**config.mk**
```make
export PLATFORM = sky130hd
export DESIGN_NAME = multi_unit
export DESIGN_NICKNAME = d
export VERILOG_FILES = /design/src/rtl/multi_unit.sv
export SDC_FILE = /design/constraint.sdc
export NUM_CORES = 1
export LEC_CHECK = 0
export CAP_MARGIN = 0
export CORE_MARGIN = 5
export CORE_UTILIZATION = 55
export CTS_CLUSTER_DIAMETER = 80
export DETAILED_ROUTE_END_ITERATION = 10
export PLACE_DENSITY = 0.92
export SLEW_MARGIN = 10
export SYNTH_ARGS = -nofsm -noshare
export SYNTH_HDL_FRONTEND = slang
export SYNTH_SLANG_ARGS = --single-unit
```
**constraint.sdc**
```tcl
create_clock -name clk -period 5.9 [get_ports clk]
set_input_delay 1.18 -clock clk [delete_from_list [all_inputs] [get_ports clk]]
set_output_delay 1.18 -clock clk [all_outputs]
set_load 0.005 [all_outputs]
```
**src/rtl/multi_unit.sv**
```systemverilog
// ----------------------------------------------------------------------------
// multi_unit
//   Sequential shift-add unsigned multiplier with a start/done handshake.
//   One partial product is accumulated per RUN cycle (WIDTH cycles). A FIN
//   cycle then registers the outputs, so done arrives WIDTH+2 cycles after
//   start is sampled.
//
// Ports
//   clk           clock, all state updates on posedge
//   rst           synchronous reset, active-high, highest priority
//   start         request, sampled only while idle (busy = 0)
//   a, b          unsigned operands, captured on accepted start
//   busy          high while the FSM is in RUN or FIN
//   done          one-cycle pulse; outputs below are valid from this cycle
//   result        product truncated to RES_W LSBs
//   product_full  full 2*WIDTH-bit product
//   overflow      product does not fit in RES_W bits
// ----------------------------------------------------------------------------
module multi_unit #(
   parameter int unsigned WIDTH = 3,
   parameter int unsigned RES_W = 4
) (
   input  logic                 clk,
   input  logic                 rst,
   input  logic                 start,
   input  logic [WIDTH-1:0]     a,
   input  logic [WIDTH-1:0]     b,
   output logic                 busy,
   output logic                 done,
   output logic [RES_W-1:0]     result,
   output logic [2*WIDTH-1:0]   product_full,
   output logic                 overflow
);

   localparam int unsigned PW   = 2 * WIDTH;
   localparam int unsigned CntW = (WIDTH > 2) ? $clog2(WIDTH) : 1;
   localparam logic [CntW-1:0] CntLast = CntW'(WIDTH - 1);

   typedef enum logic [1:0] {
      StIdle,
      StRun,
      StFin
   } state_e;

   state_e            state_q, state_d;
   logic [PW-1:0]     acc_q, acc_d;
   logic [PW-1:0]     mcand_q, mcand_d;
   logic [WIDTH-1:0]  mplier_q, mplier_d;
   logic [CntW-1:0]   cnt_q, cnt_d;
   logic              done_q, done_d;
   logic [RES_W-1:0]  result_q, result_d;
   logic [PW-1:0]     product_q, product_d;
   logic              overflow_q, overflow_d;
   logic              acc_ovf;

   // Bits of the accumulator that do not fit in the truncated result.
   generate
      if (RES_W < PW) begin : g_ovf
         assign acc_ovf = |acc_q[PW-1:RES_W];
      end else begin : g_no_ovf
         assign acc_ovf = 1'b0;
      end
   endgenerate

   always_comb begin
      state_d    = state_q;
      acc_d      = acc_q;
      mcand_d    = mcand_q;
      mplier_d   = mplier_q;
      cnt_d      = cnt_q;
      done_d     = 1'b0;
      result_d   = result_q;
      product_d  = product_q;
      overflow_d = overflow_q;

      unique case (state_q)
         StIdle: begin
            if (start) begin
               mcand_d  = PW'(a);
               mplier_d = b;
               acc_d    = '0;
               cnt_d    = '0;
               state_d  = StRun;
            end
         end
         StRun: begin
            if (mplier_q[0]) begin
               acc_d = acc_q + mcand_q;
            end
            mcand_d  = mcand_q << 1;
            mplier_d = mplier_q >> 1;
            cnt_d    = cnt_q + 1'b1;
            if (cnt_q == CntLast) begin
               state_d = StFin;
            end
         end
         StFin: begin
            // Outputs are registered here, so done lands one cycle after FIN.
            product_d  = acc_q;
            result_d   = acc_q[RES_W-1:0];
            overflow_d = acc_ovf;
            done_d     = 1'b1;
            state_d    = StIdle;
         end
         default: begin
            state_d = StIdle;
         end
      endcase
   end

   always_ff @(posedge clk) begin
      if (rst) begin
         state_q    <= StIdle;
         acc_q      <= '0;
         mcand_q    <= '0;
         mplier_q   <= '0;
         cnt_q      <= '0;
         done_q     <= 1'b0;
         result_q   <= '0;
         product_q  <= '0;
         overflow_q <= 1'b0;
      end else begin
         state_q    <= state_d;
         acc_q      <= acc_d;
         mcand_q    <= mcand_d;
         mplier_q   <= mplier_d;
         cnt_q      <= cnt_d;
         done_q     <= done_d;
         result_q   <= result_d;
         product_q  <= product_d;
         overflow_q <= overflow_d;
      end
   end

   assign busy         = (state_q != StIdle);
   assign done         = done_q;
   assign result       = result_q;
   assign product_full = product_q;
   assign overflow     = overflow_q;

endmodule

```
==> impl_metrics.json, run 1 <==
{
  "syn-num-nets": 161,
  "antenna_found_initial": 0,
  "postRouteAntennaNets": 0,
  "cts.hold.buffers_added": 0,
  "num_rows": 17,
  "start_kind": "primary input",
  "remaining_drc_errors": 0,
  "design.core.area_um2": 2210,
  "ys_ff_latch": 27,
  "layout-drive-gt1-share_pct": 5.03,
  "vias": 1065,
  "outcome": "finished, final reports clean",
  "numCtsBuffers": 3,
  "ys_warn_count": 0,
  "final_nets": 176,
  "start_util_pct": 57.7,
  "cts_tree": "built",
  "grt_start_max_net_pins": 28,
  "h-tree-depth": 1,
  "worst_hold_slack_ns": 0.471,
  "p_int_uw": 230,
  "critical_path.max_fanout": 27,
  "clock-skew-final_ns": 0.00332,
  "tns_ns": 0,
  "peakVddDrop_mv": 0.151,
  "routed_via_density": 5.70,
  "required_ns": 6.13,
  "synthTopCellsByArea": "dfxtp_1, nand2_1, ha_1",
  "min_from": "product_full[4]$_SDFFE_PP0P_",
  "syn_area_um2": 1280,
  "seq_area_frac_synth_pct": 42.3,
  "drv_cap": 0,
  "crit_buf_inv": 1,
  "die_y_um": 58.2,
  "relSlewSlack_pct": 36.6,
  "pin_count": 22,
  "areaGrowthSynthToFinish_pct": 16.6,
  "startpoint": "rst",
  "synth_top_area_cell": "dfxtp_1",
  "synth_area_per_cell_um2": 8.81,
  "port-buffer-count": 21,
  "max_stage_delay_ns": 1.10,
  "path_class": "primary input to register",
  "nFillCells": 187,
  "crit_family": "buffers and inverters",
  "dieArea_um2": 3390,
  "fin_crit_ns": 2.92,
  "final_cell_mix": "dfxtp_1, nand2_1, clkdlybuf4s50_1",
  "leakage_uw": 0.000581,
  "regArea_um2": 541,
  "cellPowerDensity_nw_per_um2": 208,
  "clock_path_buffers": 2,
  "hold_violations": 0,
  "drt_pass1_iterations": 4,
  "die_x_um": 58.2,
  "seq_power_share_pct": 63.0,
  "drtIter0Drc": 26,
  "grt.total_usage_pct": 16.9,
  "swShare_pct": 25.5,
  "first_global_vias": 990,
  "cts_sinks": 27,
  "cts_root_buf": "clkbuf_4",
  "multiInputGateArea_um2": 662,
  "final_max_slew_viol_count": 0,
  "grt_overflow": 0,
  "wire_per_inst_um": 13.6,
  "dp_hpwl_um": 1960,
  "syn_inst": 145,
  "routed_wirelength_um": 2540,
  "diodes": 0,
  "r2r_start": "acc_q[4]$_SDFFE_PP0P_",
  "rsz0062_at_grt": "no",
  "netlist.area_leader.share_pct": 42.3,
  "path_cells": "clkdlybuf4s50_1 -> nand4bb_1 -> nor3_1 -> mux2_2 -> a221o_1",
  "place.gp.congestion": 0.837,
  "cp_slowest_cell": "clkdlybuf4s50_1",
  "cts_setup_buffers": 0,
  "cp-end-kind": "register",
  "setup_viol": 0,
  "period_share_pct": 49.4,
  "comb_power_share_pct": 11.2,
  "final_common_cell": "dfxtp_1",
  "worst_pin_slew_ns": 0.948,
  "p_sw_uw": 79.1,
  "grt_pass1_wl_um": 4440,
  "synth_cell_type_count": 32,
  "clk_pin_slew_ns": 0.13,
  "hold_class": "register to register",
  "worstPathArrival_ns": 3.15,
  "clockPowerShare_pct": 25.8,
  "insertion_delay_ns": 0.33,
  "max_freq_mhz": 343,
  "ctsResizeCount": 0
}
## final timing paths
path                                  endpoint  slack [ns]  depth (start not counted)
setup / recovery         acc_q[5]$_SDFFE_PP0P_        2.98                          5
hold / removal    product_full[4]$_SDFFE_PP0P_        0.47                          2
setup reg to reg         acc_q[5]$_SDFFE_PP0P_        3.85                          5
hold reg to reg   product_full[4]$_SDFFE_PP0P_        0.47                          2
## power groups by stage
stage | logic [µW] | clock network [µW] | registers, µW
finish | 34.7 | 79.9 | 195
global route | 39.9 | 90.5 | 196
CTS | 34.7 | 81.5 | 195
detailed placement | 34.5 | 0 | 199
global placement | 33.0 | 0 | 198
floorplan | 24.7 | 0 | 196
## worst reg2reg max path, delay by kind of cell, from the launching register on
family          cells  cell delay, ns
compound gates      2            0.64
fa+ha+maj           1            0.35
flops               1            0.38
mux                 1            0.38
simple gates        1            0.21
## synth_stat cells
master / instances
nand4_1: 1
buf_4: 4
buf_2: 3
mux2_2: 1
and3_4: 1
o21ai_0: 1
a22o_1: 2
nor3_1: 4
and2_2: 1
a311oi_1: 4
a2111oi_4: 1
nand2_1: 22
a21o_1: 3
nor3b_1: 2
a22oi_1: 3
inv_1: 4
nor2_1: 20
a221o_1: 1
and3_2: 1
clkbuf_1: 4
ha_1: 6
nand4bb_1: 1
a32oi_1: 4
nor2b_1: 2
a211oi_1: 2
fa_1: 1
and2_1: 1
dfxtp_1: 27
xnor2_1: 3
a21oi_1: 10
nand2b_1: 4
xor2_1: 1
## sequential cells by signal (all words and copies together) (netlist names)
signal / flops
overflow: 1
cnt_q: 2
done: 1
mplier_q: 3
result: 3
acc_q: 6
mcand_q: 6
state_q: 2
product_full: 3
## cell type report
class	count	share of cell area (%)
sequential	27	36.3
multi-input combinational	103	44.5
tap	28	2.35
clock buffer	4	1.76
inverter	4	1.01
timing repair buffer	21	14.1
## routing by layer
metal / track usage, % / wire length, µm / share of wire (%) / vias up
li1: - / - / - / 530
met1: 20.2 / 1070 / 42 / 493
met2: 29.2 / 1240 / 49 / 35
met3: 3.12 / 172 / 6.8 / 7
met4: 7.28 / 59 / 2.3 / 0
met5: 0 / 0 / 0 / -
## cell families (layout without fill, tap and decap cells)
kind of cell | after synthesis | count (layout) | synth area share (%)
buffers and inverters | 15 | 29 | 5.88
multiplexers | 1 | 1 | 0.881
AND/OR/NAND/NOR | 60 | 60 | 21.9
AO/OA/AOI/OAI | 31 | 31 | 18.8
XOR/XNOR | 4 | 4 | 2.74
adder cells (fa/ha/maj) | 7 | 7 | 7.44
flip-flops | 27 | 27 | 42.3
## metrics by stage
step	total power [µW]	cells	setup slack (ns)	util (%)	instance area (µm²)
after floorplan	220	145	3.77	-	1280
after global placement	231	183	2.77	66.1	1460
after detailed placement	233	183	2.69	66.1	1460
after CTS	311	187	3.04	67.3	1490
after global routing	326	187	2.92	67.3	1490
final	309	187	2.98	67.3	1490
Power figures use the tool's default switching activity.
==> inputs of run 2 (changes only) <==
--- a/config.mk
+++ b/config.mk
@@ -7,10 +7,10 @@
 export LEC_CHECK = 0
 export CAP_MARGIN = 0
 export CORE_MARGIN = 5
-export CORE_UTILIZATION = 55
+export CORE_UTILIZATION = 46
 export CTS_CLUSTER_DIAMETER = 80
 export DETAILED_ROUTE_END_ITERATION = 10
-export PLACE_DENSITY = 0.92
+export PLACE_DENSITY = 0.83
 export SLEW_MARGIN = 10
 export SYNTH_ARGS = -nofsm -noshare
 export SYNTH_HDL_FRONTEND = slang
==> constraint.sdc (replaced) <==
create_clock -name clk -period 2.51 [get_ports clk]
set_input_delay 0.502 -clock clk [delete_from_list [all_inputs] [get_ports clk]]
set_output_delay 0.502 -clock clk [all_outputs]
set_load 0.005 [all_outputs]
==> run 2 against run 1 <==
Net effect: first-iteration DRC count rose by 7.7%; non-clock buffer count is 3 higher; sequential share of layout area shrank 0.63 points; via count down 0.38%; clock-buffer cell count is the same; largest cell class unchanged; critical endpoint is now busy; utilization is 11 points lower.
==> impl_metrics.json, run 2 (same netlist as run 1, synthesis figures left out) <==
{
  "outcome": "finished, final reports clean",
  "placed_cell_area_um2": 1490,
  "cellPowerDensity_nw_per_um2": 481,
  "peakVddDrop_mv": 0.467,
  "period_share_pct": 82.0,
  "drt_pass1_iterations": 4,
  "top_regs": "acc_q x6, mcand_q x6",
  "grt_pass1_wl_um": 4400,
  "start_util_pct": 47.1,
  "hold_violations": 0,
  "rsz0062_at_grt": "no",
  "r2r-end": "acc_q[5]$_SDFFE_PP0P_",
  "max_freq_mhz": 486,
  "final_nets": 179,
  "grt_start_max_net_pins": 15,
  "cts_tree": "built",
  "hold_path_depth": 2,
  "antenna_found_initial": 0,
  "postRouteAntennaNets": 0,
  "cp_slowest_cell": "dfxtp_1",
  "pre_cts_ws_ns": 0.475,
  "critical_path.max_fanout": 12,
  "drv_cap": 0,
  "numCtsBuffers": 3,
  "design.core.area_um2": 2710,
  "postLayoutCellArea_um2": 1520,
  "pin_count": 22,
  "max_stage_delay_ns": 0.55,
  "num_rows": 19,
  "clk_pin_slew_ns": 0.13,
  "final_cell_mix": "dfxtp_1, nand2_1, clkdlybuf4s50_1",
  "worst_pin_slew_ns": 0.684,
  "rrSetupSlack_ns": 0.46,
  "start_kind": "register",
  "cts_sinks": 27,
  "die_y_um": 62.7,
  "areaGrowthSynthToFinish_pct": 18.6,
  "leakage_uw": 0.000596,
  "remaining_drc_errors": 0,
  "tns_ns": 0,
  "clock-skew-final_ns": 0.0104,
  "place.gp.congestion": 0.940,
  "cp-end-kind": "output port",
  "worstPathArrival_ns": 1.56,
  "routed_via_density": 5.50,
  "dp_hpwl_um": 2040,
  "required_ns": 2.01,
  "diodes": 0,
  "finalWorstSetupSlack_ns": 0.452,
  "setup_viol": 0,
  "cts_setup_buffers": 0,
  "nFillCells": 261,
  "cts_root_buf": "clkbuf_4",
  "path_cells": "nor2_1 -> inv_1 -> clkdlybuf4s50_1",
  "grt_overflow": 0,
  "grt.total_usage_pct": 13.3,
  "path_class": "register to output port",
  "fin_crit_ns": 2.06,
  "drtIter0Drc": 28,
  "port-buffer-count": 21,
  "relSlewSlack_pct": 54.3,
  "first_global_vias": 1046,
  "hold_end": "product_full[4]$_SDFFE_PP0P_",
  "insertion_delay_ns": 0.33,
  "clock_path_buffers": 2,
  "cts.hold.buffers_added": 0,
  "vias": 1061,
  "wire_per_inst_um": 13.5,
  "die_x_um": 62.7,
  "h-tree-depth": 1,
  "hold_class": "register to register",
  "routed_wirelength_um": 2610,
  "r2r_start": "acc_q[4]$_SDFFE_PP0P_",
  "min_from": "product_full[4]$_SDFFE_PP0P_",
  "layout-drive-gt1-share_pct": 6.79,
  "final_max_slew_viol_count": 0,
  "final_common_cell": "dfxtp_1",
  "ctsResizeCount": 0,
  "dieArea_um2": 3930,
  "reg2reg_depth": 5
}
## run 2: changes by cell type in the layout (fill, tap and decap cells not counted)
| cell | delta |
|---|---|
| buf_4 | +3 |
## run 2: routing by layer
metal	global-route usage (%)	up-vias	part of all wire, %
met3	4.32	5	5.4
met2	23.4	28	48
met1	15.4	492	46
met4	3.18	0	0.99
li1	-	536	-
met5	0	-	0
## run 2: worst max path at each step
stage	cells past startpoint	endpoint	start
6_report	3	busy	state_q[0]$_SDFFE_PP0P_
3_5_place_dp	5	acc_q[5]$_SDFFE_PP0P_	acc_q[4]$_SDFFE_PP0P_
5_1_grt	3	busy	state_q[0]$_SDFFE_PP0P_
4_1_cts	5	acc_q[5]$_SDFFE_PP0P_	acc_q[4]$_SDFFE_PP0P_
3_3_place_gp	5	acc_q[5]$_SDFFE_PP0P_	acc_q[4]$_SDFFE_PP0P_
2_1_floorplan	5	acc_q[5]$_SDFFE_PP0P_	acc_q[4]$_SDFFE_PP0P_
## run 2: power by group
group | switching [µW] | leakage, µW | total [µW] | internal [µW]
Combinational | 45.8 | 0.000362 | 86.6 | 40.8
Clock | 122 | 0.0000150 | 185 | 62.3
Sequential | 15.6 | 0.000219 | 458 | 442
Total | 184 | 0.000596 | 729 | 545
## run 2: final cells by class
type                       count  area (µm²)  share of cell area, %
timing repair buffer          24         233                   15.4
clock buffer                   4        26.3                   1.73
tap                           31        38.8                   2.56
multi-input combinational    103         662                   43.7
sequential                    27         541                   35.7
inverter                       4        15.0                  0.991
## run 2: per-stage QoR
stage,hold WS [ns],std cells,power (µW),utilization [%]
after floorplan,0.437,145,518,-
after global placement,0.444,189,549,54.9
after detailed placement,0.455,189,553,54.9
after CTS,0.474,193,735,55.9
after global routing,0.503,193,762,55.9
final,0.471,193,729,55.9
## run 2: worst max-delay path, delay by kind of cell (launching register included)
family	cells	cell delay [ns]
buf+inv	2	0.56
flops	1	0.55
simple gates	1	0.12
